[src/rtl/instr_fetch_unit.sv]
// Instruction fetch unit: one outstanding fetch at a time, holds the fetched word
// until downstream consumes it, then advances sequentially or redirects on a branch.
module instr_fetch_unit #(
  parameter logic [31:0] RESET_PC    = 32'h0000_0000,
  parameter logic [31:0] COUNT_RESET = 32'h0000_0000
) (
  input  logic        clk,
  input  logic        rst,
  output logic        imem_req,
  output logic [31:0] imem_addr,
  input  logic [31:0] imem_rdata,
  input  logic        imem_valid,
  input  logic        stall,
  input  logic        branch_taken,
  input  logic [31:0] branch_target,
  output logic [31:0] instr,
  output logic [5:0]  instr_op,
  output logic        instr_valid,
  output logic [31:0] pc_plus4,
  output logic [31:0] instr_count
);

  typedef enum logic [1:0] {IDLE, FETCH, WAIT, HOLD} state_e;

  localparam logic [31:0] RESET_PC_ALIGNED = RESET_PC & 32'hFFFF_FFFC;

  state_e      state_q;
  logic [31:0] pc_q;
  logic [31:0] instr_q;
  logic [31:0] pc_plus4_q;
  logic [31:0] count_q;
  logic        req_q;
  logic        valid_q;

  logic [31:0] seq_pc_d;
  logic [31:0] redirect_pc_d;
  logic [31:0] next_pc_d;

  // Redirect targets are word-aligned by dropping the low two bits.
  assign seq_pc_d      = pc_q + 32'd4;
  assign redirect_pc_d = branch_target & 32'hFFFF_FFFC;
  assign next_pc_d     = branch_taken ? redirect_pc_d : seq_pc_d;

  always_ff @(posedge clk or posedge rst) begin
    if (rst) begin
      state_q    <= IDLE;
      pc_q       <= RESET_PC_ALIGNED;
      instr_q    <= 32'h0;
      pc_plus4_q <= 32'h0;
      count_q    <= COUNT_RESET;
      req_q      <= 1'b0;
      valid_q    <= 1'b0;
    end else begin
      case (state_q)
        IDLE: begin
          state_q <= FETCH;
          req_q   <= 1'b1;
        end
        FETCH: begin
          state_q <= WAIT;
          req_q   <= 1'b0;
        end
        WAIT: begin
          if (imem_valid) begin
            instr_q    <= imem_rdata;
            pc_plus4_q <= seq_pc_d;
            valid_q    <= 1'b1;
            state_q    <= HOLD;
          end
        end
        HOLD: begin
          // Branch inputs only matter on the cycle the held instruction leaves.
          if (!stall) begin
            pc_q    <= next_pc_d;
            count_q <= count_q + 32'd1;
            valid_q <= 1'b0;
            req_q   <= 1'b1;
            state_q <= FETCH;
          end
        end
        default: begin
          state_q <= IDLE;
          req_q   <= 1'b0;
        end
      endcase
    end
  end

  assign imem_req    = req_q;
  assign imem_addr   = pc_q;
  assign instr       = instr_q;
  assign instr_op    = instr_q[31:26];
  assign instr_valid = valid_q;
  assign pc_plus4    = pc_plus4_q;
  assign instr_count = count_q;

endmodule
[config.mk]
export PLATFORM = sky130hd
export DESIGN_NAME = instr_fetch_unit
export DESIGN_NICKNAME = d
export VERILOG_FILES = /design/src/rtl/instr_fetch_unit.sv
export SDC_FILE = /design/constraint.sdc
export NUM_CORES = 1
export LEC_CHECK = 0
export ABC_AREA = 1
export BUFFER_PORTS_ARGS = -buffer_cell sky130_fd_sc_hd__buf_4
export CORE_ASPECT_RATIO = 1.2
export CORE_UTILIZATION = 50
export CTS_CLUSTER_SIZE = 40
export DETAILED_ROUTE_END_ITERATION = 8
export PLACE_DENSITY = 0.87
export SLEW_MARGIN = 20
export SYNTH_ARGS = -nofsm -noshare
export SYNTH_HDL_FRONTEND = slang
export SYNTH_SLANG_ARGS = --single-unit
export TNS_END_PERCENT = 50
[constraint.sdc]
create_clock -name clk -period 6.5 [get_ports clk]
set_input_delay 0 -clock clk [delete_from_list [all_inputs] [get_ports clk]]
set_output_delay 0 -clock clk [all_outputs]
set_load 0.01 [all_outputs]
-- After elaboration in Yosys (flattened, before gate mapping)
Index checks and enable logic that the tools add are counted.
- $add $sub $neg: 2
- equal/unequal tests: 5
- muxes and demuxes: 9
- bitwise gates (word level): 1
- reduce and logical (&&, ||, !) cells: 8
- operators by type and width (cell ; number):
    32-bit by 1-bit adder with 32-bit output (second input constant) ; 1
    32-bit by 3-bit adder with 32-bit output (second input constant) ; 1
    32-bit two-way mux ; 1
    2-bit case mux with 4 select lines ; 1
    2-bit AND reduction ; 4
    2-bit equality test (second input constant) ; 2
    2-bit two-way mux ; 2
    2-bit inequality test (second input constant) ; 2
    1-bit two-way mux ; 3
    1-bit case mux with 3 select lines ; 1
    3-bit AND reduction ; 1
    3-bit nonzero test ; 1
    2-bit by 1-bit equality test with 1-bit output (second input constant) ; 1
    2-bit zero test ; 1
    1-bit case mux with 2 select lines ; 1
    2-bit nonzero test ; 1
    1-bit inverter ; 1
- bits in registers: 132
- input bits: 69
- output and inout port bits: 136
- word-level logic and storage cells: 32

-- Logic depth before layout (Yosys ltp)
- word-level depth: 3
- depth in mapped cells: 10
- gate-level depth less buffers: 10

-- Least setup slack after synthesis
No wires, ideal clock.
- kind: flip-flop to flip-flop
- from: register count_q[1], in the netlist instr_count[1]
- to: register count_q[26], in the netlist instr_count[26]
- setup time: 117 ps
- arrival: 1417 ps
- data required time: 6383 ps
- setup slack: 4966 ps
- stages on the path, launching flop included: 11
- buffers on the path: 0
- period minus slack after synthesis: 1534 ps
- cells stage by stage: dfrtp_1 -> ha_1 -> nand3_2 -> nor2_4 -> nand2_4 -> nor2_4 -> nand2_2 -> nor2_2 -> nand2_1 -> nand2_1 -> nand2_1
- word-level cells in the longest chain between the ends: 1
- RTL lines (what ; RTL line ; source):
    start: declaration ; 31 ; logic [31:0] count_q;
    start signal: assignment ; 75 ; count_q <= count_q + 32'd1;
    32-bit by 1-bit adder with 32-bit output ; 75 ;
No other way between the ends.
A chain may end at the register's enable or synchronous reset.

-- Worst setup path after layout
- from: register state_q[1]
- to: register count_q[19], in the netlist instr_count[19]
- word-level cells in the longest chain between the ends: 2
- RTL lines (what ; RTL line ; source):
    start: declaration ; 27 ; state_e state_q;
    start signal: assignment ; 46 ; state_q <= IDLE;
    start signal: assignment ; 56 ; state_q <= FETCH;
    start signal: assignment ; 60 ; state_q <= WAIT;
    2-bit equality test ; 54 ; case (state_q)
    2-bit AND reduction (no source line) ; - ;
No other way between the ends.

==> results by group <==
Global route
  • Pin count of the biggest net entering global routing: 73
  • GRT Overall Usage: between 20 and 30%
  • Grt total ovfl: 0
  • Vias in the first global route: 6414
  • First-pass GRT wire length: roughly 31 mm
  • Initial antenna violation count: 0

Critical path
  • Critical path arrival: 2.93 ns
  • Worst setup SP type: register
  • CP Capture Type: register
  • Crit path kind: reg2reg
  • Reg2Reg Depth: 8
  • WP data required: a little under 7 ns
  • Worst-path maximum fanout: 50

Yosys
  • Sequential area share after synthesis: between 40% and 50%
  • Top cell type's share of synthesized area: 48.35%
  • Mean Syn Cell Area: between 7 and 8 um2
  • Area leader, netlist: dfrtp_1
  • Post-synth top cells: 359 x nand2_1, 128 x dfrtp_1, 98 x nor2_1, 59 x inv_1, 45 x nand3_1
  • Yosys warning count: 0
  • Mapped Cells: 872
  • Synth Cell Area: about 6600 um2
  • Count of cell types in the netlist: 34
  • Synth async-reset ratio: 100.0%
  • Most frequent cell after synthesis: nand2_1
  • Number of flops mapped to enable cells by yosys: 0
  • FF+latch count, synth: ~130
  • Ranking of synthesized cells by area: dfrtp_1 48%, nand2_1 20%, nor2_1 5.6%, nand3_1 3.4%, inv_1 3.3%
  • Synth Flop Type: dfrtp_1

Power and ir drop
  • Power share of the combinational group: between 40% and 50%
  • Leak: 4.912 nW
  • Power share of the clock group: about a quarter
  • Int Power: about 2.3 mW
  • Switching power of the nets: between 1.5 and 2 mW
  • Switching Share: about two fifths
  • Seq pwr share: a little over a third
  • Peak supply drop: ~230 uV
  • PwrDens: about 400 nW/um2

CTS
  • Clk sinks: ~130
  • PostCTS Resize Cnt: 0
  • TritonCTS clock tree: built
  • Root Driver: clkbuf_16
  • Clock buffer depth: 2
  • Clock Latency Late Sink: roughly 0.42 ns
  • H-Tree Depth: 4
  • Cts bufs inserted: 17
  • Cts hold-fix bufs: between 60 and 70
  • Post-CTS setup buffers: 0
  • Clock transition at path regs: around 0.06 ns

Floorplanning
  • Core ar.: approximately 13000 um2
  • Die X-Extent: 107.1 um
  • Chip height: between 100 and 150 um
  • Top Ports: 205
  • Initial Util: 51.84%
  • Row cnt: 45
  • Die area: roughly 14000 um2

Detailed routing
  • Post-route DRC: 0
  • Post-route ant nets: 0
  • Iter 0 DRT Violations: 644
  • Vias/cell: 5.129
  • Via Count: between 6000 and 7000
  • DR WL/cell: between 15 and 20 um
  • DRT Pass-1 Iters: 5
  • Total Wirelength: just under 20 mm

STA
  • Max-slew headroom: between 40 and 50%
  • Hold slack final: 0.04077 ns
  • Setup TNS: 0 ns
  • Slew Viols, Final: 0
  • Worst-Margin Slew: around 0.86 ns
  • Minimum clock period: roughly 2.6 ns
  • Fmax: ~380 MHz
  • Final period utilization: between 40 and 50%
  • Endpoints failing setup: 0
  • Clock Skews: around 0.011 ns
  • RSZ-0062 raised after global routing: false
  • Final hold vios: 0

Flow run
  • Maxcap violations: 0

Worst hold path
  • Worst min path class: in2reg
  • Hold Path Cell Cnt: 3

Finish
  • Area Growth Syn to Fin: 41.96%
  • Antenna Cells: 0
  • Share of cells above drive strength 1: about a quarter
  • # nets final: between 1000 and 1500
  • Layout fillers: a little over 900

Outcome
  • Status: complete, no violations

Placement
  • HPWL after detailed placement: 12.74 mm
  • IO buf count: 198
  • RD Place Congestion: approximately 0.87
-- placed cells by master, fill, tap and decap left out, types with 3 or more instances in the layout --
cell type,synthesis,layout
dlygate4sd3_1,0,66
nand3b_1,4,4
inv_1,59,58
nand3_1,45,45
clkinv_2,0,4
buf_4,11,202
nand4_1,8,8
nor2_1,98,98
nand2_2,6,8
inv_6,0,5
a31oi_1,11,11
and2_1,4,4
xnor2_1,18,18
conb_1,1,4
nor3_1,3,3
nand2_1,359,357
o21ai_0,14,14
ha_1,6,6
dfrtp_1,128,128
nor2_2,7,7
nand2_4,4,4
clkbuf_16,0,17
a21oi_1,27,27
nor2_4,9,9
clkinvlp_4,0,4
a22oi_1,3,3
xor2_1,12,12
-- final timing paths --
kind / from / end / slack (ns)
setup reg to reg: state_q[1] / instr_count[19] / 3.86
hold reg to reg: pc_plus4[7] / pc_plus4[7] / 0.48
min in group asynchronous: rst / instr[1] / 0.28
hold / removal: branch_taken / imem_addr[14] / 0.04
setup / recovery: state_q[1] / instr_count[19] / 3.86
max in group asynchronous: rst / pc_plus4[23] / 4.88
-- through the flow --
stage | util [%] | total power [mW] | setup slack (ns) | instance area (um2) | instances
6_report | 73.59 | 3.836 | 3.865 | 9405 | 1304
5_1_grt | 73.59 | 4.082 | 3.718 | 9405 | 1304
4_1_cts | 73.59 | 3.818 | 3.846 | 9405 | 1304
3_5_place_dp | 64.05 | 2.872 | 3.878 | 8187 | 1206
3_3_place_gp | 64.03 | 2.823 | 3.941 | 8184 | 1206
2_1_floorplan | - | 2.163 | 3.087 | 6636 | 875
-- registers in the layout, summed over array words and instances (netlist names) --
register	cells
pc_plus4	30
instr_count	32
instr	32
imem_req	1
state_q	2
imem_addr	30
instr_valid	1
-- power by group through the flow --
stage | combinational (mW) | sequential (mW) | clock [mW]
floorplan | 0.708 | 1.45 | 0
global placement | 1.47 | 1.36 | 0
detailed placement | 1.50 | 1.37 | 0
CTS | 1.55 | 1.36 | 0.910
global route | 1.72 | 1.41 | 0.952
finish | 1.56 | 1.37 | 0.903
-- worst max-delay path, stage by stage, from the launching register on --
cell and delay [ns]:
dfrtp_1 0.44, ha_1 0.23, nand2_2 0.06, buf_4 0.29, inv_1 0.63, nand4_2 0.30
nor2_2 0.29, nand2_1 0.10, xnor2_1 0.14
-- cell families (layout without fill, tap and decap cells) --
| kind of cell | Yosys count | in the layout | share of synthesized area [%] |
|---|---|---|---|
| XOR/XNOR | 30 | 30 | 3.966 |
| other | 1 | 4 | 0.05660 |
| AND/OR/NAND/NOR | 552 | 552 | 35.43 |
| adder cells (fa/ha/maj) | 6 | 6 | 1.133 |
| flip-flops | 128 | 128 | 48.35 |
| buffers and inverters | 96 | 361 | 6.194 |
| AO/OA/AOI/OAI | 59 | 59 | 4.873 |
-- final cells by class --
type | instances | area, um2 | share of cell area, %
inverters | 61 | 234.0 | 2.488
well taps | 164 | 205.2 | 2.182
flip-flops and latches | 128 | 3203 | 34.06
clock inverters | 15 | 132.6 | 1.410
repair buffers | 268 | 2177 | 23.15
clock buffers | 17 | 425.4 | 4.523
multi-input cells | 651 | 3028 | 32.19
-- per-layer routing --
layer  GRT usage, %  vias to the layer above  routed length [um]
met5              0                        -                   0
met4          12.25                        0                 627
met3          8.033                       54                1460
met2          51.16                      289                9868
met1          33.74                     3126                7846
li1               -                     3219                   -
Power figures use the tool's default switching activity.
